==> config.mk <==
export PLATFORM = sky130hd
export DESIGN_NAME = as_4bit
export DESIGN_NICKNAME = d
export VERILOG_FILES = /design/src/rtl/as_4bit.sv
export SDC_FILE = /design/constraint.sdc
export NUM_CORES = 1
export LEC_CHECK = 0
export ABC_AREA = 1
export CAP_MARGIN = 20
export CORE_AREA = 10 10 47 49
export CTS_BUF_LIST = sky130_fd_sc_hd__clkbuf_16
export DETAILED_ROUTE_END_ITERATION = 8
export DIE_AREA = 0 0 57 59
export PLACE_DENSITY_LB_ADDON = 0.1
export SLEW_MARGIN = 20
export SYNTH_ARGS = -nofsm -noshare
export SYNTH_HDL_FRONTEND = slang
export SYNTH_SLANG_ARGS = --single-unit
==> constraint.sdc <==
create_clock -name clk -period 0.8 [get_ports clk]
set_clock_uncertainty 0.1 [all_clocks]
set_input_delay 0.12 -clock clk [delete_from_list [all_inputs] [get_ports clk]]
set_output_delay 0.12 -clock clk [all_outputs]
set_load 0.1 [all_outputs]
==> src/rtl/as_4bit.sv <==
// Registered ripple-carry adder/subtractor: {cout,s} = A + (B ^ {WIDTH{M}}) + M, one-cycle latency.
// Define AS4_OVF_EN to add the registered signed-overflow output v.

module as4_fa (
    input  logic a,
    input  logic b,
    input  logic ci,
    output logic sum,
    output logic co
);
    assign sum = a ^ b ^ ci;
    assign co  = (a & b) | (ci & (a ^ b));
endmodule

module as_4bit #(
    parameter int WIDTH = 4
) (
    input  logic             clk,
    input  logic             rst,
    input  logic [WIDTH-1:0] A,
    input  logic [WIDTH-1:0] B,
    input  logic             M,
    output logic [WIDTH-1:0] s,
    output logic             cout
`ifdef AS4_OVF_EN
    ,
    output logic             v
`endif
);
    logic [WIDTH-1:0] b_x;
    logic [WIDTH-1:0] sum_w;
    logic [WIDTH:0]   c;

    logic [WIDTH-1:0] s_d, s_q;
    logic             cout_d, cout_q;

    // Subtract is A + ~B + 1: invert B and inject M as the carry-in.
    assign b_x  = B ^ {WIDTH{M}};
    assign c[0] = M;

    for (genvar i = 0; i < WIDTH; i++) begin : g_fa
        as4_fa u_fa (
            .a   (A[i]),
            .b   (b_x[i]),
            .ci  (c[i]),
            .sum (sum_w[i]),
            .co  (c[i+1])
        );
    end

    always_comb begin
        s_d    = sum_w;
        cout_d = c[WIDTH];
    end

    always_ff @(posedge clk or posedge rst) begin
        if (rst) begin
            s_q    <= '0;
            cout_q <= 1'b0;
        end else begin
            s_q    <= s_d;
            cout_q <= cout_d;
        end
    end

    assign s    = s_q;
    assign cout = cout_q;

`ifdef AS4_OVF_EN
    logic v_d, v_q;

    // Signed overflow: carry into the sign bit disagrees with carry out of it.
    always_comb v_d = c[WIDTH] ^ c[WIDTH-1];

    always_ff @(posedge clk or posedge rst) begin
        if (rst) v_q <= 1'b0;
        else     v_q <= v_d;
    end

    assign v = v_q;
`endif

endmodule

* After elaboration in Yosys (flattened, before gate mapping) *
Cells that the tools add are included.

storage, ports and cells
  register bits after elaboration = 5
  bits of input ports = 11
  output and inout port bits = 5
  word-level logic and storage cells = 23

operators by class
  bitwise gates (word level) = 21

operators with widths
  cell         number
  $and 1x1->1  8
  $xor 1x1->1  8
  $or 1x1->1   4
  $xor 4x4->4  1

* Depth between registers and ports, before layout *
  depth in word-level cells = 10
  gate-level depth with buffers = 7
  depth with buffers taken out = 7

* Modules after synthesis *
Synthesis repeated with hierarchy kept, for this count alone.

second synthesis, totals
  cell total of the unflattened synthesis = 27
  area total of the unflattened synthesis = 272.8 um2

modules (own cells, without submodules)
  module   area an instance (um2)  times used  cells each  sequential area each (um2)
  as_4bit  192.7                   1           23          125.1
  as4_fa   20.0                    4           1           0.0

* Worst setup path before layout *
Ideal clock, no wire load.

  path type = input to register
  start = in M
  end = reg s_q[3] (netlist: s[3])
  stages on the path = 7
  arrival = 1456 ps
  setup time = 136 ps
  setup slack = -891 ps
  path buffers = 0
  required time = 564 ps
  path through = inv_2 -> nand2_1 -> nand2_1 -> fa_1 -> fa_1 -> inv_1 -> fa_1

between the ends
  longest elaborated chain between the ends = 9
  elaborated cells between the ends (all ways) = 15
  those cells by class = bitwise (15)

ends and longest elaborated chain
  item                  line  text
  start, declared       22    input logic M,
  $xor 4x4->4           38    assign b_x = B ^ {WIDTH{M}};
  $xor 1x1->1           12    assign co = (a & b) | (ci & (a ^ b));
  $and 1x1->1           12
  $or 1x1->1            12
  $and 1x1->1           12
  $or 1x1->1            12
  $and 1x1->1           12
  $or 1x1->1            12
  $xor 1x1->1 (*)       11    assign sum = a ^ b ^ ci;
  via g_fa[3].u_fa.sum  8     output logic sum,
  end signal, assigned  58    s_q <= '0;
  end signal, assigned  61    s_q <= s_d;
  end, declared         34    logic [WIDTH-1:0] s_d, s_q;

Mark *: on every way through the listed nets, which the timed path passes. The rest lies on a longest branch.

* Worst setup path after layout *
  start = in B[0]
  end = reg s_q[3] (netlist: s[3])

between the ends
  longest elaborated chain between the ends = 9
  elaborated cells between the ends (all ways) = 10
  those cells by class = bitwise (10)

ends and longest elaborated chain
  item                  line  text
  start, declared       21    input logic [WIDTH-1:0] B,
  $xor 4x4->4 (*)       38
  $xor 1x1->1           12
  $and 1x1->1           12
  $or 1x1->1 (*)        12
  $and 1x1->1 (*)       12
  $or 1x1->1 (*)        12
  $and 1x1->1 (*)       12
  $or 1x1->1 (*)        12
  $xor 1x1->1 (*)       11
  via g_fa[3].u_fa.sum  8

Marks and branches as above.

==> results.json <==
{
  "yosys.area_share.xor_xnor_pct": 0,
  "core_um2": 1400,
  "period_utilisation_layout_pct": 192,
  "die_height_um": 59,
  "area_overhead_of_the_layout_relative_to_synthesis_pct": 151,
  "critical-path-top-cell-by-count": "fa_2",
  "setup_viol_count_final": 9,
  "synth_fa_ha_area_share_pct": 21.2,
  "route.detailed.drc": 0,
  "worst_ir_drop_vdd_uv": 882,
  "tritoncts_clock_tree": "done",
  "max_cap_viol_count": 0,
  "cellPowerDensity_nw_per_um2": 2670,
  "maxClockFrequency_mhz": 650,
  "post_drt_via_cell_ratio": 3.89,
  "clk_pin_slew_worst_paths_ps": 30,
  "timing.critical_path.cells": "buf_8, nand2_4, nand2_2, fa_2, fa_2, inv_2, fa_1",
  "fin_worst_hold_slack_ps": -4.09,
  "synth_top_family_by_area": "adder cells",
  "hold_path_class": "in -> async",
  "cp_data_required_time_ps": 800,
  "power.static_leakage_nw": 0.366,
  "most_frequent_standard_cell_in_the_layout_excluding_fill_and_tap_cells": "nand2_1",
  "finalWirelength_um": 780,
  "muxShareOfSynthArea_pct": 0,
  "mappedNetlistNets": 48,
  "horizontal_die_dimension_um": 57,
  "floorplan.io_pins": 16,
  "layout_common_cells": "nand2_1 (8), inv_1 (6), buf_12 (6), dfrtp_4 (5)",
  "timing.critical_path.to_type": "flop",
  "drive_above_1_share_pct": 64.9,
  "firstDrtPassIters": 1,
  "vias": 284,
  "drtIter0Drc": 0,
  "synth_largest_type_area_fraction_pct": 44.2,
  "synthCells": 34,
  "clockBufferDepth": 2,
  "max_slew.worst_pin.slew_ps": 180,
  "floorplan.initialDensity_pct": 20.2,
  "final_critical_path_setup_slack_ps": -739,
  "rows": 14,
  "grt_pass1_wl_um": 1300,
  "antenna_left": 0,
  "htree_num_levels": 1,
  "placed_instance_count": 68,
  "placer_congestion_estimate": 0.650,
  "worst_ep_arrival_time_ps": 1540,
  "seq_area_frac_synth_pct": 44.2,
  "timing.critical_path.slowest_stage_cell": "fa_1",
  "stdcell_count": 73,
  "synth_top_cells_by_area": "dfrtp_1 (44%), fa_1 (21%), nand2_1 (19%)",
  "detail_route.wl_per_cell_um": 10.7,
  "first_global_vias": 336,
  "synth_compound_area_share_pct": 0,
  "yosysTopAreaCell": "dfrtp_1",
  "rsz_0062_raised_after_global_routing": "true",
  "placement.io_buffers": 15,
  "dpl_cell_area_um2": 593,
  "fp.dieArea_um2": 3360,
  "netlist-cell-type-count": 5,
  "setup_cp_type": "in -> reg",
  "peak_fanout_along_the_critical_path": 2,
  "finalMaxSlewViolations": 0,
  "ys_warn_count": 0,
  "grt_antenna_before_repair": 0,
  "synth.cell_area_um2": 283,
  "report.final.hold_viol_count": 5,
  "grt_start_max_net_pins": 6,
  "yosys.area_share.simple_pct": 18.6,
  "critPathBufInv": 2,
  "hold_buffers": 0,
  "timing.critical_path.slowest_cell_delay_ps": 400,
  "fillerInstances": 139,
  "synth-seq-cells": 5,
  "numClockSinks": 5,
  "run_status": "finished, violations left",
  "hpwlAfterDp_um": 654,
  "cts.root.buffer_cell": "clkbuf_16",
  "global_route.usage.total_pct": 5.33,
  "cpLargestDelayFamily": "adder cells",
  "antenna_cells": 0,
  "gr-total-overflow": 0,
  "relSlewSlack_pct": 88.0,
  "final_area_um2": 711,
  "violated_checks": "negative hold slack, negative setup slack",
  "worst_setup_path_start_kind": "input pin",
  "period_needed_ps": 1540,
  "nets": 72,
  "avgSynthCellArea_um2": 8.32,
  "cts_inserted_buffers": 3
}
-- routing by layer --
metal  global-route usage (%)  wire [µm]  vias up
li1                         -          -      136
met1                     3.70        220      122
met2                     8.53        378       19
met3                     4.08        113        7
met4                     6.04         68        0
met5                        0          0        -
-- cells in the mapped netlist --
library cell	instances
dfrtp_1	5
fa_1	3
inv_1	11
inv_2	1
nand2_1	14
-- state kept, by name, indices dropped and copies added, names as in the netlist --
register  cells
s             4
cout          1
-- report_power, final --
| part | leakage (nW) | switching (W) | total, W | internal, W |
|---|---|---|---|---|
| combinational | 0.270 | 0.000444 | 0.000728 | 0.000283 |
| clock | 0.0423 | 0.000162 | 0.000809 | 0.000647 |
| sequential | 0.0539 | 0.0000358 | 0.000364 | 0.000328 |
-- worst paths after layout --
kind	slack, ps	from	cells after the start	end
max in group asynchronous	420	rst	2	s[3]$_DFF_PP0_
min in group clk	20	A[0]	3	s[0]$_DFF_PP0_
min	-4	rst	2	s[0]$_DFF_PP0_
max	-740	B[0]	7	s[3]$_DFF_PP0_
-- cell type report --
| cell class | count | area, µm² | share of cell area [%] |
|---|---|---|---|
| clock buffer | 3 | 75.1 | 10.6 |
| clock inverter | 1 | 3.75 | 0.528 |
| inverter | 12 | 71.3 | 10.0 |
| multi-input combinational | 17 | 148 | 20.8 |
| sequential | 5 | 144 | 20.2 |
| tap | 16 | 20.0 | 2.82 |
| timing repair buffer | 19 | 249 | 35.0 |
-- through the flow --
stage	total power [W]	setup WS, ps	utilization (%)	TNS [ps]
3_3_place_gp	0.00107	-1500	42.3	-5400
4_1_cts	0.00191	-812	49.4	-3540
2_1_floorplan	0.000770	-813	-	-2160
6_report	0.00190	-739	50.7	-3150
5_1_grt	0.00199	-789	50.7	-3410
3_5_place_dp	0.00108	-1510	42.3	-5510
-- kinds of logic after synthesis --
family	count (synthesis)
AND/OR/NAND/NOR	14
buffers and inverters	12
flip-flops	5
adder cells (fa/ha/maj)	3
-- repair_timing --
item / 4_1_cts / 5_1_grt
buffers inserted: 2 / 0
pin swaps: 5 / 6
endpoints found under the hold margin: 0 / 0
setup endpoints to repair: 10 / 9
resized for setup: 25 / 13
Power figures use the tool's default switching activity.
